`src/rtl/ppu_frame_writer.sv`:
```
// ppu_frame_writer: maps the PPU background colour-index stream through the
// BGP palette and writes each shade into a H_PIXELS x V_LINES 2-bit
// framebuffer. It tracks line and frame boundaries and flags lines that
// carried too many or too few pixels.
//
// Optional feature macro: PPU_FB_DOUBLE_BUFFER_EN
//   defined   - two framebuffer banks. The write bank toggles at every
//               V-blank entry and scan-out reads the other bank.
//   undefined - a single bank. The bank bit and rd_bank are tied to 0.
module ppu_frame_writer #(
    parameter int H_PIXELS = 160,
    parameter int V_LINES  = 144,
    parameter int ADDR_W   = 15
) (
    input  logic              clk,
    input  logic              rst,
    input  logic              lcd_en,
    input  logic [1:0]        ppu_mode,
    input  logic [1:0]        px_in,
    input  logic              px_valid,
    input  logic [7:0]        bgp,
    input  logic              err_clr,
    output logic              fb_we,
    output logic [ADDR_W:0]   fb_waddr,
    output logic [1:0]        fb_wdata,
    output logic              rd_bank,
    output logic              frame_done,
    output logic [7:0]        line_cnt,
    output logic              err_overrun,
    output logic              err_underrun
);

    localparam int X_W = $clog2(H_PIXELS + 1);

    localparam logic [1:0] MODE_VBLANK = 2'd1;
    localparam logic [1:0] MODE_SCAN   = 2'd2;
    localparam logic [1:0] MODE_DRAW   = 2'd3;

    localparam logic [X_W-1:0]    X_FULL     = X_W'(H_PIXELS);
    localparam logic [7:0]        LAST_LINE  = 8'(V_LINES - 1);
    localparam logic [ADDR_W-1:0] LINE_STEP  = ADDR_W'(H_PIXELS);

    typedef enum logic [1:0] {
        S_IDLE,
        S_WAIT_DRAW,
        S_DRAW,
        S_VBL
    } state_t;

    state_t state;
    state_t state_next;

    // x saturates at H_PIXELS: that value marks a full line,
    // and any further pixels on the line are dropped.
    logic [X_W-1:0]    x;
    logic [7:0]        y;
    logic [ADDR_W-1:0] line_base;

    logic accept;
    logic line_end;
    logic vbl_entry;
    logic write_ok;
    logic drop;
    logic bank_bit;

    // State register
    always_ff @(posedge clk) begin
        if (rst) begin
            state <= S_IDLE;
        end else begin
            state <= state_next;
        end
    end

    // Next-state logic plus per-cycle events: pixel acceptance, line end and
    // V-blank entry. A low lcd_en overrides every other condition.
    always_comb begin
        state_next = state;
        accept     = 1'b0;
        line_end   = 1'b0;
        vbl_entry  = 1'b0;
        if (!lcd_en) begin
            state_next = S_IDLE;
        end else begin
            case (state)
                S_IDLE: begin
                    state_next = S_WAIT_DRAW;
                end
                S_WAIT_DRAW: begin
                    if (ppu_mode == MODE_DRAW) begin
                        state_next = S_DRAW;
                    end else if (ppu_mode == MODE_VBLANK) begin
                        state_next = S_VBL;
                        vbl_entry  = 1'b1;
                    end
                end
                S_DRAW: begin
                    if (ppu_mode == MODE_DRAW) begin
                        accept = px_valid;
                    end else begin
                        line_end = 1'b1;
                        if (y == LAST_LINE) begin
                            state_next = S_VBL;
                            vbl_entry  = 1'b1;
                        end else begin
                            state_next = S_WAIT_DRAW;
                        end
                    end
                end
                S_VBL: begin
                    if (ppu_mode == MODE_SCAN || ppu_mode == MODE_DRAW) begin
                        state_next = S_WAIT_DRAW;
                    end
                    accept = px_valid && (ppu_mode == MODE_DRAW);
                end
                default: begin
                    state_next = S_IDLE;
                end
            endcase
        end
    end

    assign write_ok = accept && (x < X_FULL);
    assign drop     = accept && (x == X_FULL);

`ifdef PPU_FB_DOUBLE_BUFFER_EN
    logic wr_bank;

    // The write bank flips on every V-blank entry, so scan-out always
    // reads the last finished frame.
    always_ff @(posedge clk) begin
        if (rst) begin
            wr_bank <= 1'b0;
        end else if (vbl_entry) begin
            wr_bank <= ~wr_bank;
        end
    end

    assign bank_bit = wr_bank;
    assign rd_bank  = ~wr_bank;
`else
    assign bank_bit = 1'b0;
    assign rd_bank  = 1'b0;
`endif

    // Framebuffer write port: one registered write per accepted pixel.
    // The palette lookup uses the bgp value sampled with the pixel.
    always_ff @(posedge clk) begin
        if (rst) begin
            fb_we    <= 1'b0;
            fb_waddr <= '0;
            fb_wdata <= 2'd0;
        end else begin
            fb_we <= write_ok;
            if (write_ok) begin
                fb_waddr <= {bank_bit, line_base + ADDR_W'(x)};
                fb_wdata <= bgp[{px_in, 1'b0} +: 2];
            end
        end
    end

    // Position counters. The line base advances by one line's width, so
    // addresses are formed without a multiplier.
    always_ff @(posedge clk) begin
        if (rst) begin
            x         <= '0;
            y         <= 8'd0;
            line_base <= '0;
        end else if (!lcd_en || state == S_IDLE || vbl_entry) begin
            x         <= '0;
            y         <= 8'd0;
            line_base <= '0;
        end else if (line_end) begin
            x         <= '0;
            y         <= y + 8'd1;
            line_base <= line_base + LINE_STEP;
        end else if (write_ok) begin
            x <= x + X_W'(1);
        end
    end

    // Frame-done pulse, high for the first cycle in V-blank.
    always_ff @(posedge clk) begin
        if (rst) begin
            frame_done <= 1'b0;
        end else begin
            frame_done <= vbl_entry;
        end
    end

    // Sticky error flags. If a set condition and err_clr occur together,
    // the set condition wins.
    always_ff @(posedge clk) begin
        if (rst) begin
            err_overrun  <= 1'b0;
            err_underrun <= 1'b0;
        end else begin
            if (drop) begin
                err_overrun <= 1'b1;
            end else if (err_clr) begin
                err_overrun <= 1'b0;
            end
            if (line_end && (x < X_FULL)) begin
                err_underrun <= 1'b1;
            end else if (err_clr) begin
                err_underrun <= 1'b0;
            end
        end
    end

    assign line_cnt = y;

endmodule

```
`config.mk`:
```
export PLATFORM = sky130hd
export DESIGN_NAME = ppu_frame_writer
export DESIGN_NICKNAME = d
export VERILOG_FILES = /design/src/rtl/ppu_frame_writer.sv
export SDC_FILE = /design/constraint.sdc
export NUM_CORES = 1
export LEC_CHECK = 0
export ABC_AREA = 1
export BUFFER_PORTS_ARGS = -buffer_cell sky130_fd_sc_hd__buf_2
export CAP_MARGIN = 10
export CORE_MARGIN = 3
export CORE_UTILIZATION = 45
export CTS_BUF_LIST = sky130_fd_sc_hd__clkbuf_2 sky130_fd_sc_hd__clkbuf_4 sky130_fd_sc_hd__clkbuf_8
export CTS_CLUSTER_SIZE = 14
export DETAILED_ROUTE_END_ITERATION = 8
export PLACE_DENSITY = 0.67
export SLEW_MARGIN = 0
export SYNTH_ARGS = -nofsm -noshare
export SYNTH_HDL_FRONTEND = slang
export SYNTH_SLANG_ARGS = --single-unit
```
`constraint.sdc`:
```
create_clock -name clk -period 2.4 [get_ports clk]
set_input_delay 0.36 -clock clk [delete_from_list [all_inputs] [get_ports clk]]
set_output_delay 0.36 -clock clk [all_outputs]
set_load 0.01 [all_outputs]
```
==> results.toml <==
[worst_setup_path]
path_max_fanout = 7
cp-end-kind = "flop"
cp.buffers_inverters = 2
cpMostUsedCell = "nand2_1"
crit_family = "adder cells"
arrival_ns = 2.18
slowest_stage = "o21ai_0"
cp.required_ns = 2.61
slowest_delay_ns = 0.45
cp_cell_sequence = "ha_1 -> inv_1 -> fa_1 -> o21ai_0 -> nand2_1 -> nand2_1 -> nand3_1 -> nand2_1 -> inv_1"
crit_type = "flop to flop"
cp-start-kind = "flop"

[route]
first_iter_violations = 109
detail_route.first_pass.iterations = 4
wirelength_mm = 5.55
drtAntennaViolNets = 0
drc = 0
drt-wirelength-per-cell_um = 10.9
routed_via_density = 4.72
vias = 2396

[grt]
grt_start_max_net_pins = 39
grt_antenna_before_repair = 0
grtUsageTotal_pct = 17.2
grt_overflow = 0
grt_pass1_wl_mm = 10.1
grt_pass1_vias = 2295

[timing]
setup_tns_ns = 0
clock_skew_ns = 0.00661
rsz0062_at_grt = "false"
setup_viol = 0
worst_pin_slew_ns = 0.585
slew_headroom_pct = 60.9
finalMaxSlewViolations = 0
timing.final.crit_share_pct = 82.1
fmax_mhz = 507
fin_hold_ws_ns = 0.311
hold_viol = 0
finalCriticalPeriod_ns = 1.97

[power_and_ir_drop]
p_per_area_nw_per_um2 = 451
sw_frac_of_total_pct = 21.6
p_comb_share_pct = 4.2
power_frac_seq_pct = 59.4
clockPowerShare_pct = 36.5
fin_total_pwr_mw = 1.37
p_int_mw = 1.08
netSwitchingPower_mw = 0.296
power_leakage_nw = 1.35
ir_worst_vdd_mv = 0.319

[logic_synthesis]
yosys.area.top_type_share_pct = 36.4
seq_area_frac_synth_pct = 36.4
synth.top_cells.by_area = "dfxtp_1, nand2_1, nor2_1"
synthesis.area_um2 = 2700
synth_area_per_cell_um2 = 6.89
ys_types = 30
synth_top_area_cell = "dfxtp_1"
netlist_instances = 391
synthTopCellsByCount = "nand2_1, nor2_1, inv_1, dfxtp_1, nand3_1"
yosys_warnings = 0
synth.most_common_cell = "nand2_1"
synth_ff_type = "dfxtp_1"
synth-seq-cells = 49
synth-edff-count = 0
async_flop_share_pct = 0

[place]
dp_cells = 501
dpl_cell_area_um2 = 2950
place.gp.congestion = 0.866
portBuffers = 45
dp_hpwl_mm = 4.18

[clock_tree]
clock-sinks = 49
clk_latency_ns = 0.30
postCtsHoldBufs = 0
cts_root_buf = "clkbuf_8"
htree_levels = 2
clkTransAtPathRegs_ns = 0.08
cts_resized = 0
cts_buffers = 5
clk_path_buf_depth = 2
post-cts-setup-buffer-count = 0
cts_tree = "done"

[layout]
final_cells = 508
fin_area_um2 = 3040
nNetsFinal = 465
diodes = 0
fillerInstances = 572
syn2layout_area_growth_pct = 12.9
drive_gt1_share_pct = 15.1

[die]
rows = 27
die_area_um2 = 6950
dieHeight_um = 83.4
start_util_pct = 47.8
die_x_um = 83.4
pin_count = 48
core_um2 = 5640

[worst_hold_path]
worstHoldPathType = "input pin to flop"

[flow_run]
maxCapViolCount = 0

[outcome]
outcome = "finished, final reports clean"
[power by group through the flow]
stage	Sequential, mW	Combinational, mW	Clock (mW)
2_1_floorplan	0.834	0.0338	0
3_3_place_gp	0.834	0.0563	0
3_5_place_dp	0.834	0.0575	0
4_1_cts	0.815	0.0576	0.523
5_1_grt	0.815	0.0668	0.555
6_report	0.815	0.0572	0.500
[area by class of cell]
type | count | area [µm²] | area share, %
tap | 72 | 90.1 | 2.96
multi-input combinational | 277 | 1430 | 46.9
inverter | 55 | 206 | 6.78
timing repair buffer | 48 | 248 | 8.14
clock buffer | 7 | 90.1 | 2.96
sequential | 49 | 981 | 32.2
[state kept, by name, indices dropped and copies added, names as in the netlist]
name,cells
fb_waddr,15
err_underrun,1
frame_done,1
line_cnt,8
err_overrun,1
state,2
fb_wdata,2
fb_we,1
x,8
line_base,10
[worst register-to-register path, cell delays in order (launching register included)]
cell and delay, ns:
dfxtp_1 0.44, ha_1 0.20, inv_1 0.05, fa_1 0.39, o21ai_0 0.45, nand2_1 0.09, nand2_1 0.08, nand3_1 0.06
nand2_1 0.08, inv_1 0.04
[routing by layer]
| metal | up-vias | global-route usage (%) | routed length [µm] |
|---|---|---|---|
| met4 | 0 | 5.94 | 79 |
| met1 | 1063 | 21.3 | 2650 |
| met2 | 29 | 29.5 | 2610 |
| li1 | 1296 | - | - |
| met3 | 8 | 3.57 | 209 |
| met5 | - | 0 | 0 |
[placed cells by master, fill, tap and decap left out, drive strengths merged, types with 5 or more instances in the layout]
cell    count
nand2     100
a21oi      16
ha         11
o21ai      23
xor2       15
dfxtp      49
nand3      31
inv        55
nor2       59
clkbuf      7
o21a        5
buf        48
[cell families after synthesis]
logic type,count (synthesis),share of synthesized area [%]
and+or+nand+nor,199,31.3
adders and majority gates,12,5.85
other,1,0.139
DFF,49,36.4
AOI/OAI and AO/OA,46,9.61
muxes,2,0.743
xor gates and xnor gates,16,5.20
buffers and inverters,66,10.8
[path summary, 6_finish.rpt]
kind,from,endpoint,slack (ns),depth (start not counted)
worst max-delay path,x[5],fb_waddr[13],0.43,9
worst min-delay path,rst,err_overrun,0.31,2
worst min register to register,fb_waddr[5],fb_waddr[5],0.47,2
worst max register to register,x[5],fb_waddr[13],0.43,9
[stage by stage]
step           setup WS [ns]  util [%]
6_report               0.429      53.9
5_1_grt                0.123      53.9
3_5_place_dp           0.422      52.3
3_3_place_gp           0.479      52.3
4_1_cts                0.414      53.9
2_1_floorplan          0.607         -
Power figures use the tool's default switching activity.
